<file path="src/rtl/cpu_types_pkg.sv">
// Shared CPU datapath types plus the ID/EX stage state encoding.
package cpu_types_pkg;
  typedef logic [4:0]  regbits_t;
  typedef logic [31:0] word_t;
  typedef logic [3:0]  aluop_t;

  typedef enum logic [1:0] {RUN, HOLD, BUBBLE} id_ex_state_t;
endpackage

</file>
<file path="src/rtl/id_ex_stage_load_use_detect.sv">
// Combinational load-use hazard compare between the ID instruction and a load sitting in EX.
module load_use_detect
  import cpu_types_pkg::*;
(
  input  logic     id_valid,
  input  regbits_t id_rs1,
  input  regbits_t id_rs2,
  input  logic     id_uses_rs2,
  input  logic     ex_valid,
  input  logic     ex_MemRead,
  input  regbits_t ex_rd,
  output logic     load_use
);
  logic rs1_hit;
  logic rs2_hit;

  // x0 is hardwired to zero, so a load targeting it never creates a dependency
  assign rs1_hit  = (ex_rd == id_rs1);
  assign rs2_hit  = id_uses_rs2 && (ex_rd == id_rs2);
  assign load_use = id_valid && ex_valid && ex_MemRead && (ex_rd != '0) && (rs1_hit || rs2_hit);
endmodule

</file>
<file path="src/rtl/id_ex_stage.sv">
// ID/EX pipeline register with load-use bubble insertion, EX back-pressure hold and branch flush.
module id_ex_stage
  import cpu_types_pkg::*;
#(
  parameter int unsigned STALL_CNT_W = 16
) (
  input  logic                   CLK,
  input  logic                   nRST,
  input  logic                   id_valid,
  input  regbits_t               id_rs1,
  input  regbits_t               id_rs2,
  input  logic                   id_uses_rs2,
  input  regbits_t               id_rd,
  input  logic                   id_RegWr,
  input  logic                   id_MemRead,
  input  logic                   id_MemWrite,
  input  aluop_t                 id_aluop,
  input  word_t                  id_rdat1,
  input  word_t                  id_rdat2,
  input  word_t                  id_imm,
  input  word_t                  id_pc,
  input  logic                   ex_ready,
  input  logic                   flush,
  output logic                   id_stall,
  output logic                   ex_valid,
  output regbits_t               ex_rs1,
  output regbits_t               ex_rs2,
  output regbits_t               ex_rd,
  output logic                   ex_RegWr,
  output logic                   ex_MemRead,
  output logic                   ex_MemWrite,
  output aluop_t                 ex_aluop,
  output word_t                  ex_rdat1,
  output word_t                  ex_rdat2,
  output word_t                  ex_imm,
  output word_t                  ex_pc,
  output logic [STALL_CNT_W-1:0] bubble_cnt
);
  id_ex_state_t state;
  logic         load_use;
  logic         hold;

  load_use_detect u_load_use_detect (
    .id_valid    (id_valid),
    .id_rs1      (id_rs1),
    .id_rs2      (id_rs2),
    .id_uses_rs2 (id_uses_rs2),
    .ex_valid    (ex_valid),
    .ex_MemRead  (ex_MemRead),
    .ex_rd       (ex_rd),
    .load_use    (load_use)
  );

  assign hold     = ~ex_ready;
  assign id_stall = ~flush & (hold | load_use);

  always_ff @(posedge CLK) begin
    if (!nRST) begin
      state       <= RUN;
      ex_valid    <= 1'b0;
      ex_rs1      <= '0;
      ex_rs2      <= '0;
      ex_rd       <= '0;
      ex_RegWr    <= 1'b0;
      ex_MemRead  <= 1'b0;
      ex_MemWrite <= 1'b0;
      ex_aluop    <= '0;
      ex_rdat1    <= '0;
      ex_rdat2    <= '0;
      ex_imm      <= '0;
      ex_pc       <= '0;
      bubble_cnt  <= '0;
    end else if (flush) begin
      state       <= RUN;
      ex_valid    <= 1'b0;
      ex_rs1      <= '0;
      ex_rs2      <= '0;
      ex_rd       <= '0;
      ex_RegWr    <= 1'b0;
      ex_MemRead  <= 1'b0;
      ex_MemWrite <= 1'b0;
    end else if (hold) begin
      state <= HOLD;
    end else if (load_use) begin
      // Bubble clears everything forwarding looks at; operand data is left as-is
      state       <= BUBBLE;
      ex_valid    <= 1'b0;
      ex_rs1      <= '0;
      ex_rs2      <= '0;
      ex_rd       <= '0;
      ex_RegWr    <= 1'b0;
      ex_MemRead  <= 1'b0;
      ex_MemWrite <= 1'b0;
      if (bubble_cnt != '1)
        bubble_cnt <= bubble_cnt + 1'b1;
    end else begin
      state       <= RUN;
      ex_valid    <= id_valid;
      ex_rs1      <= id_valid ? id_rs1 : '0;
      ex_rs2      <= id_valid ? id_rs2 : '0;
      ex_rd       <= id_valid ? id_rd  : '0;
      ex_RegWr    <= id_valid & id_RegWr;
      ex_MemRead  <= id_valid & id_MemRead;
      ex_MemWrite <= id_valid & id_MemWrite;
      ex_aluop    <= id_aluop;
      ex_rdat1    <= id_rdat1;
      ex_rdat2    <= id_rdat2;
      ex_imm      <= id_imm;
      ex_pc       <= id_pc;
    end
  end

  // A slot left behind by a bubble must never look like a live write or load
  always_ff @(posedge CLK) begin
    if (nRST && state == BUBBLE)
      assert (!ex_valid && !ex_RegWr && !ex_MemRead && !ex_MemWrite);
  end
endmodule

</file>
<file path="config.mk">
export PLATFORM = sky130hd
export DESIGN_NAME = id_ex_stage
export DESIGN_NICKNAME = d
export VERILOG_FILES = /design/src/rtl/cpu_types_pkg.sv /design/src/rtl/id_ex_stage_load_use_detect.sv /design/src/rtl/id_ex_stage.sv
export SDC_FILE = /design/constraint.sdc
export NUM_CORES = 1
export LEC_CHECK = 0
export ABC_AREA = 0
export CORE_ASPECT_RATIO = 0.75
export CORE_MARGIN = 4
export CORE_UTILIZATION = 36
export CTS_CLUSTER_DIAMETER = 150
export DETAILED_ROUTE_END_ITERATION = 8
export PLACE_DENSITY = 0.72
export SYNTH_ARGS = -nofsm -noshare
export SYNTH_HDL_FRONTEND = slang
export SYNTH_SLANG_ARGS = --single-unit
</file>
<file path="constraint.sdc">
create_clock -name CLK -period 1.9 [get_ports CLK]
set_input_delay 0.475 -clock CLK [delete_from_list [all_inputs] [get_ports CLK]]
set_output_delay 0.475 -clock CLK [all_outputs]
set_load 0.005 [all_outputs]
</file>
; Word level (Yosys, flattened, before mapping)
; Cells that the tools add are included.
[op_classes]
n_addsub = 1
eq_ne = 3
muxes = 10
n_bitwise = 9
reduce_logical = 10
[ops]
columns = cell, n
row1 = $mux W5, 6
row2 = $add A16 B1 Y16 const B, 1
row3 = $ne A16 B16 Y1 const B, 1
row4 = $eq A5 B5 Y1, 2
row5 = $logic_and A1 B1 Y1, 5
row6 = $reduce_bool A5 Y1, 1
row7 = $and A1 B1 Y1, 4
row8 = $mux W1, 4
row9 = $not A1 Y1, 4
row10 = $reduce_and A4 Y1, 1
row11 = $reduce_and A3 Y1, 1
row12 = $reduce_or A2 Y1, 1
row13 = $logic_or A1 B1 Y1, 1
row14 = $or A1 B1 Y1, 1
[totals]
register_bits = 167
inputBits = 156
wordCells = 46

; Logic depth before layout (Yosys ltp)
; Gate-level depths: netlist of the first run.
[logic_depth]
depth_word = 6
mapped_depth = 9

; By module
; A second synthesis of the first run with hierarchy kept.
[hier_totals]
cells_unflattened = 756
hier_area_um2 = 6058.3
[by_module_without_submodules]
columns = module, instances, cells_each, area_each_um2, seq_area_each_um2
row1 = id_ex_stage, 1, 739, 5928.2, 3343.2
row2 = load_use_detect, 1, 17, 130.1, 0.0

; Worst setup path before layout of the first run
; No wires, ideal clock.
[synth_path]
path_kind = in2out
from = input id_rs1[4]
to = output id_stall
arrival_ps = 1514
required_time_ps = 1425
slack_ps = -89
path_stages = 7
path_buffers = 2
path_cell_list = xnor2_1 > nand3_1 > o22ai_2 > nand2_2 > clkbuf_1 > buf_2 > a21oi_1
[synth_between]
elab_chain_cells = 5
[synth_lines]
columns = element, line_no
row1 = "start, declared", id_ex_stage.sv:10  ; input regbits_t id_rs1,
row2 = $eq A5 B5 Y1, id_ex_stage_load_use_detect.sv:18  ; assign rs1_hit = (ex_rd == id_rs1);
row3 = $logic_or A1 B1 Y1, id_ex_stage_load_use_detect.sv:20  ; assign load_use = id_valid && ex_valid && ex_MemRead && (ex_rd != '0) && (rs1_hit || rs2_hit);
row4 = $logic_and A1 B1 Y1, id_ex_stage_load_use_detect.sv:20
row5 = $or A1 B1 Y1, id_ex_stage.sv:55  ; assign id_stall = ~flush & (hold | load_use);
row6 = $and A1 B1 Y1, id_ex_stage.sv:55
row7 = "end, declared", id_ex_stage.sv:24  ; output logic id_stall,
; No other way between the ends.

; Worst setup path after layout of the first run
[layout_path]
from = register ex_rd[0]
to = register ex_imm[26]
[layout_between]
elab_chain_cells = 6
elab_cells_between_ends = 9
[layout_lines]
columns = element, line_no
row1 = "start, declared", id_ex_stage.sv:28  ; output regbits_t ex_rd,
row2 = "start signal, assigned", id_ex_stage.sv:101  ; ex_rd <= id_valid ? id_rd : '0;
row3 = $eq A5 B5 Y1, id_ex_stage_load_use_detect.sv:19  ; assign rs2_hit = id_uses_rs2 && (ex_rd == id_rs2);
row4 = $logic_and A1 B1 Y1, id_ex_stage_load_use_detect.sv:19
row5 = $logic_or A1 B1 Y1, id_ex_stage_load_use_detect.sv:20
row6 = $logic_and A1 B1 Y1 (*), id_ex_stage_load_use_detect.sv:20
row7 = $not A1 Y1 (no source line) (*), -
row8 = $reduce_and A3 Y1 (no source line) (*), -
row9 = "end signal, assigned", id_ex_stage.sv:108  ; ex_imm <= id_imm;
row10 = "end, declared", id_ex_stage.sv:35  ; output word_t ex_imm,
; Mark *: on every way between the ends. The rest lies on a longest branch, timed or not.
; A chain may end at the register's enable or synchronous reset.

==> results of run 1 <==
[cells in the final DEF, fill, tap and decap left out, drive strengths merged, types with 3 or more instances in the layout]
| cell | instances |
|---|---|
| clkinv | 3 |
| a32oi | 18 |
| clkdlybuf4s50 | 302 |
| nand2b | 3 |
| a21oi | 16 |
| o31ai | 6 |
| nand4 | 7 |
| or4 | 6 |
| nand3 | 143 |
| dlygate4sd2 | 16 |
| o21ai | 139 |
| nand2 | 140 |
| and3 | 4 |
| xnor2 | 11 |
| inv | 10 |
| clkinvlp | 3 |
| buf | 69 |
| or3 | 7 |
| clkbuf | 40 |
| dlymetal6s2s | 3 |
| dfxtp | 167 |
| nor2 | 22 |
[layer usage]
metal,track usage [%],part of all wire [%],up-vias
met3,8.66,8.7,58
li1,-,-,3456
met1,25.5,41,3255
met2,32.1,47,293
met4,8.87,3.1,0
met5,0,0,-
[kinds of logic (layout without fill, tap and decap cells)]
family	count (synthesis)	after routing	synth area share (%)
compound gates	186	186	16.5
xor+xnor	11	11	1.51
fa+ha+maj	1	1	0.196
buf+inv	75	446	4.94
flops	167	167	52.4
mux	1	1	0.157
simple gates	339	339	24.3
[registers in the layout, summed over array words and instances (netlist names)]
| signal | flops |
|---|---|
| ex_imm | 32 |
| ex_pc | 32 |
| ex_rdat1 | 32 |
| ex_rdat2 | 32 |
| bubble_cnt | 16 |
| ex_rd | 5 |
| ex_rs1 | 5 |
| ex_rs2 | 5 |
| ex_aluop | 4 |
| ex_MemRead | 1 |
| ex_MemWrite | 1 |
| ex_RegWr | 1 |
| ex_valid | 1 |
[worst reg2reg max path, stage by stage, from the launching register on]
cell	delay (ns)
dfxtp_4	0.37
xnor2_2	0.13
nand4_1	0.19
o22ai_4	0.11
buf_4	0.15
buf_4	0.13
buf_4	0.14
a21boi_4	0.21
buf_8	0.18
buf_12	0.15
buf_6	0.11
clkbuf_16	0.14
nand3_1	0.08
o21ai_1	0.10
[worst max-delay path by stage]
stage | endpoint | slack [ns] | cells past startpoint
after floorplan | id_stall | 0.01 | 7
after global placement | id_stall | -0.72 | 7
after detailed placement | id_stall | -0.75 | 7
after CTS | id_stall | -0.18 | 6
after global routing | ex_imm[26]$_SDFFE_PN0P_ | -0.42 | 13
final | ex_imm[26]$_SDFFE_PN0P_ | -0.34 | 13
[timing repair]
item / CTS / global route
gates resized for setup: 43 / 179
buffers inserted: 5 / 6
pin swaps: 12 / 5
gates cloned: 2 / 33
setup endpoints to repair: 113 / 132
hold buffers: 0 / 0
[layout make-up]
type	count	share of cell area (%)
Clock buffer	19	3.83
Clock inverter	13	0.920
Inverter	3	0.0951
Multi-Input combinational cell	538	25.2
Sequential cell	167	28.5
Tap cell	236	2.49
Timing Repair Buffer	411	39.0
[power groups by stage]
stage | Combinational (mW) | Clock [mW] | Sequential, mW
2_1_floorplan | 0.318 | 0 | 3.81
3_5_place_dp | 1.10 | 0 | 3.80
3_3_place_gp | 1.10 | 0 | 3.79
6_report | 1.39 | 3.32 | 3.72
5_1_grt | 1.48 | 3.56 | 3.73
4_1_cts | 1.13 | 3.39 | 3.72
[metrics by stage]
| step | cells | hold slack (ns) | worst slack [ns] | area, sq um | power [mW] |
|---|---|---|---|---|---|
| after floorplan | 780 | 0.445 | 0.0138 | 6400 | 4.13 |
| after global placement | 1309 | 0.435 | -0.721 | 10100 | 4.89 |
| after detailed placement | 1309 | 0.441 | -0.749 | 10100 | 4.90 |
| after CTS | 1348 | 0.435 | -0.176 | 10800 | 8.24 |
| after global routing | 1387 | 0.452 | -0.416 | 11800 | 8.78 |
| final | 1387 | 0.445 | -0.345 | 11800 | 8.43 |
==> summary.md, run 1 <==
| Metric | Value |
|---|---|
| CP top delay family | `buffers and inverters` |
| Crit Path Class | `flip-flop to flip-flop` |
| Number of global-route vias before repair | `approximately 6300` |
| CP max-delay cell | `dfxtp_4` |
| Die area | `19900 sq um` |
| Flops & latches, synth | `167` |
| Relative slew slack | `67.8%` |
| First-pass GRT wire length | `about 33000 microns` |
| Critical path's most frequent cell | `buf_4` |
| Area of the multi-input gates | `around 3000 sq um` |
| Die W | `between 150 and 200 microns` |
| Pint | `approximately 6.3 mW` |
| Layout cells sized above 1 | `16.2%` |
| Starting DRC count in detailed routing | `around 530` |
| Worst-path cell chain | `xnor2_2 -> nand4_1 -> o22ai_4 -> buf_4 -> buf_4 -> buf_4 -> a21boi_4 -> buf_8 -> buf_12 -> buf_6 -> clkbuf_16 -> nand3_1 -> o21ai_1` |
| Clk root buf | `clkbuf_16` |
| Post-synth top area share | `between 50% and 60%` |
| Average wire per standard cell | `around 18 microns` |
| FF+latch area | `around 3400 sq um` |
| R2R Setup Slk | `-0.34 ns` |
| Filler cell count | `roughly 1300` |
| Area contributors post-synth | `dfxtp_1 52%, nand3_1 11%, o21ai_0 9.7%, nand2_1 8.2%, clkbuf_1 2.7%` |
| Final HPWL DP | `between 15000 and 20000 microns` |
| Setup Skew | `0.0128 ns` |
| RSZ-0062 raised after global routing | `yes` |
| Ant. Diodes | `0` |
| Starting Density | `a little under two fifths` |
| Latest clock arrival within the worst-skew pair | `roughly 0.43 ns` |
| Grt ovf | `0` |
| Reg power frac | `between 40 and 50%` |
| Logic gate share of total power | `16.5%` |
| H-tree depth | `4` |
| FF-to-FF Start | `ex_rd[0]$_SDFFE_PP0P_` |
| Final Util | `69.3%` |
| Num CTS Buffers | `17` |
| Slew @ Worst Pin | `roughly 0.48 ns` |
| Cell area power density | `between 700 and 800 nW/um^2` |
| FFs w/ async S/R, synth | `0%` |
| Final hold vios | `0` |
| CTS Buffer Depth | `2` |
| Synth warn | `0` |
| Final setup viols | `around 150` |
| Fmax | `around 450 MHz` |
| Area Overhead vs Synth | `85.5%` |
| Initial DRT Pass Iterations | `5` |
| TritonCTS clock tree | `yes` |
| Slowest stage delay, CP | `approximately 0.37 ns` |
| Via/cell ratio | `just over 5` |
| Launch point of the worst path | `ex_rd[0]$_SDFFE_PP0P_` |
| Worst reg2reg endpoint | `ex_imm[26]$_SDFFE_PN0P_` |
| Status | `complete, but fails checks` |
| Clock power frac | `about 39%` |
| Cell row count | `41` |
| Clk sink count | `roughly 170` |
| Final WS setup | `-0.345 ns` |
| Post-synth EDFFs | `0` |
| HP Start | `ex_rdat1[27]$_SDFFE_PN0P_` |
| Failing checks | `setup timing` |
| Remaining DRCs | `0` |
| Psw | `2.15 mW` |
| DRT antenna net count | `0` |
| Synth Cell Area | `approximately 6400 sq um` |
| Reg clk slew, reported paths | `0.07 ns` |
| Tmin final | `2.24 ns` |
| Most frequent cell after synthesis | `dfxtp_1` |
| Core region area | `roughly 17000 sq um` |
| Synth cell count leaders | `167 x dfxtp_1, 143 x nand3_1, 139 x nand2_1` |
| Pin count of the biggest net entering global routing | `75` |
| Critical Path Source Type | `flip-flop` |
| Syn Inst Count | `~800` |
| Die H | `123 microns` |
| Hold/Removal Path Class | `flip-flop to flip-flop` |
| Initial antenna violation count | `0` |
| CP required | `between 2 and 2.5 ns` |
| Worst vdd ir | `about 0.50 mV` |
| Synth Net Count | `roughly 940` |
| Worst-path maximum fanout | `8` |
| Ports | `around 320` |
| R2R depth | `13` |
| Gp weighted congestion | `~0.84` |
| Avg Inst Size Synth | `between 8 and 9 sq um` |
| Final Cycle Share | `118%` |
| Crit path arrival time | `between 2 and 3 ns` |
| Register area share after synthesis | `52.4%` |
| Synth Flop Type | `dfxtp_1` |
| Total negative slack | `-26.83 ns` |
| Final WL | `24700 microns` |
| Total GRT Usage | `between 20 and 25%` |
| Buf+Inv Stages, Crit Path | `7` |
| Leakage | `4.31 nW` |
| I/O Buffers | `between 300 and 400` |
| MaxCap Viol Count | `0` |
| Max-slew violations | `0` |
| Synth unique cells | `36` |
| Hold endpoint | `ex_rdat1[27]$_SDFFE_PN0P_` |
| Net Sw Frac | `between 20% and 30%` |
| CP endpoint kind | `flip-flop` |
| Nets | `between 1000 and 1500` |
| Yosys top cell by area | `dfxtp_1` |
| DR vias | `around 7100` |
| Hold Path Cell Cnt | `2` |
Note: power is estimated with default switching activity, not from simulation.
==> run 2: changes to the inputs <==
SETUP_SLACK_MARGIN = 0.05   (was default)
==> run 2 against run 1 <==
  * The run still ends with setup timing left
  * Hold slack lost 0.040 ns
  * Wire length shrank 6.1%
  * Non-clock buffer count shrank 21
  * Clock skew shrank 0.0026 ns
  * Setup slack gained 0.18 ns
  * Critical path depth shrank 7
  * Register-to-register slack gained 0.27 ns
  * Cell area shrank 4.0%
  * Power grew 1.2%
  * Critical endpoint is now id_stall
==> summary.md, run 2 (synthesis results as in run 1) <==
| Metric | Value |
|---|---|
| Max-slew violations | `0 (unchanged)` |
| Latest clock arrival within the worst-skew pair | `0.42 ns (about the same)` |
| # hold bufs at CTS | `0 (unchanged)` |
| Hold Path Cell Cnt | `3 (+1)` |
| Clk sink count | `167 (unchanged)` |
| Starting Density | `37.4% (unchanged)` |
| Met1 Use GR | `27.3% (+1.8 points)` |
| Hold endpoint | `ex_rdat1[28]$_SDFFE_PN0P_` |
| Setup Skew | `0.0101 ns (-0.00263 ns)` |
| Most frequent cells in the layout | `298 x clkdlybuf4s50_1, 150 x dfxtp_1, 139 x nand3_1, 137 x nand2_1, 122 x o21ai_0` |
| Leakage | `4.15 nW (-3.7%)` |
| Cell row count | `41 (unchanged)` |
| Final WS setup | `-0.165 ns (+0.179 ns)` |
| Status | `complete, but fails checks` |
| DRT antenna net count | `0 (unchanged)` |
| R2R depth | `9 (-4)` |
| Ant. Diodes | `0 (unchanged)` |
| CP required | `1.42 ns (-0.83 ns)` |
| R2R Setup Slk | `-0.07 ns (+0.27 ns)` |
| Remaining DRCs | `0 (unchanged)` |
| Worst-path maximum fanout | `4 (-4)` |
| CTS Buffer Depth | `2 (unchanged)` |
| Final Util | `66.5% (-2.7 points)` |
| Fmax | `484 MHz (+8.7%)` |
| Total GRT Usage | `21.9% (+1.3 points)` |
| Tmin final | `2.07 ns (-0.179 ns)` |
| Nets | `1274 (-1.6%)` |
| Hold/Removal Path Class | `input port to flip-flop` |
| Final hold vios | `0 (unchanged)` |
| Worst vdd ir | `0.503 mV (+1.1%)` |
| Via/cell ratio | `5.05 (-0.79%)` |
| Reg clk slew, reported paths | `0.06 ns (about the same)` |
| Crit Path Class | `flip-flop to output port` |
| Final Cycle Share | `109% (-9.4 points)` |
| Slew @ Worst Pin | `0.589 ns (+0.108 ns)` |
| DR vias | `6890 (-2.4%)` |
| RSZ-0062 raised after global routing | `yes` |
| Gp weighted congestion | `0.812 (-3.8%)` |
| Die W | `162 microns (unchanged)` |
| H-tree depth | `4 (unchanged)` |
| Pin count of the biggest net entering global routing | `104 (+39%)` |
| Clk root buf | `clkbuf_16` |
| Initial antenna violation count | `0 (unchanged)` |
| Grt ovf | `0 (unchanged)` |
| Total negative slack | `-1.80 ns (+25.03 ns)` |
| Starting DRC count in detailed routing | `463 (-13%)` |
| Final setup viols | `49 (-66%)` |
| Number of global-route vias before repair | `6477 (+3.1%)` |
| Average wire per standard cell | `17.0 microns (-4.5%)` |
| Cell area power density | `751 nW/um^2 (+5.4%)` |
| Final WL | `23200 microns (-6.1%)` |
| HP Start | `nRST` |
| Die area | `19900 sq um (unchanged)` |
| Commonest non-fill, non-tap cell in the layout | `clkdlybuf4s50_1` |
| Die H | `123 microns (unchanged)` |
| Initial DRT Pass Iterations | `5 (unchanged)` |
| Relative slew slack | `60.7% (-7.2 points)` |
| FF-to-FF Start | `ex_rd[0]$_SDFFE_PP0P_` |
| Grt peak-use layer | `met2` |
| Num CTS Buffers | `17 (unchanged)` |
| First-pass GRT wire length | `34700 microns (+5.8%)` |
| Ports | `324 (unchanged)` |
| Worst reg2reg endpoint | `ex_rdat1[14]$_SDFFE_PN0P_` |
| Core region area | `17100 sq um (unchanged)` |
| MaxCap Viol Count | `0 (unchanged)` |
| Crit path arrival time | `1.59 ns (-1.01 ns)` |
| CP endpoint kind | `output port` |
| Final HPWL DP | `15500 microns (+1.8%)` |
| Failing checks | `setup timing` |
| M2 GR Usage | `35.3% (+3.2 points)` |
| I/O Buffers | `323 (unchanged)` |
| TritonCTS clock tree | `yes` |
| Area Overhead vs Synth | `78.1%` |
| Critical Path Source Type | `flip-flop` |
| M3 GR Usage | `7.93% (-0.73 points)` |
| Layout cells sized above 1 | `13.7% (-2.5 points)` |
==> run 2: changes by cell type in the layout (fill, tap and decap cells not counted), sizes merged <==
cell | previous run | this run
dlymetal6s2s | 3 | 5
clkdlybuf4s50 | 302 | 298
clkdlybuf4s15 | 0 | 1
clkbuf | 40 | 19
dlygate4sd2 | 16 | 18
clkinv | 3 | 6
buf | 69 | 64
bufinv | 0 | 4
clkinvlp | 3 | 1
bufbuf | 0 | 3
inv | 10 | 4
==> run 2: per-layer routing <==
metal  vias up  part of all wire (%)
met2       248                    47
met3        43                   8.6
li1       3411                     -
met1      3188                    42
met4         0                   2.5
met5         -                     0
==> run 2: through the flow <==
stage               power [mW]  area, sq um  worst slack, ns  cells  hold slack (ns)
floorplan                 4.13         6440           0.0591    780            0.445
global placement          4.89        10100           -0.714   1305            0.435
detailed placement        4.90        10100           -0.747   1305            0.442
CTS                       8.62        11100           -0.146   1359            0.372
global route              8.88        11400           -0.267   1364            0.408
finish                    8.53        11400           -0.165   1364            0.405
==> run 2: power breakdown <==
| group | switching (mW) | total (mW) | internal [mW] |
|---|---|---|---|
| clock network | 1.40 | 3.60 | 2.19 |
| logic | 0.467 | 1.22 | 0.756 |
| registers | 0.0751 | 3.71 | 3.64 |
| total | 1.95 | 8.53 | 6.59 |
==> run 2: worst max-delay path by stage <==
stage / startpoint / slack (ns) / to
floorplan: id_rs1[4] / 0.06 / id_stall
global placement: id_rs1[3] / -0.71 / id_stall
detailed placement: id_rs1[3] / -0.75 / id_stall
CTS: ex_rd[3]$_SDFFE_PP0P_ / -0.15 / id_stall
global route: ex_rd[0]$_SDFFE_PP0P_ / -0.27 / id_stall
finish: ex_rd[3]$_SDFFE_PP0P_ / -0.17 / id_stall
==> run 2: worst max-delay path: stages (launching register included) <==
cell     delay, ns
dfxtp_4       0.37
xnor2_2       0.14
nand3_2       0.11
o22ai_2       0.22
nand2_2       0.10
a21oi_2       0.11
buf_2         0.12
==> run 2: layout make-up <==
| cell class | count | area, sq um |
|---|---|---|
| multi-input cells | 538 | 2970 |
| repair buffers | 390 | 4110 |
| well taps | 236 | 295 |
| inverters | 3 | 11.3 |
| clock inverters | 12 | 178 |
| fillers | 1393 | 5710 |
| flip-flops and latches | 167 | 3380 |
| clock buffers | 18 | 429 |
==> run 2: repair_timing <==
action                                  in CTS  in global routing
gates resized for setup                     54                 46
endpoints found under the setup margin     132                165
pin swaps                                   14                 27
cloned                                       8                  1
setup buffers                               17                  6
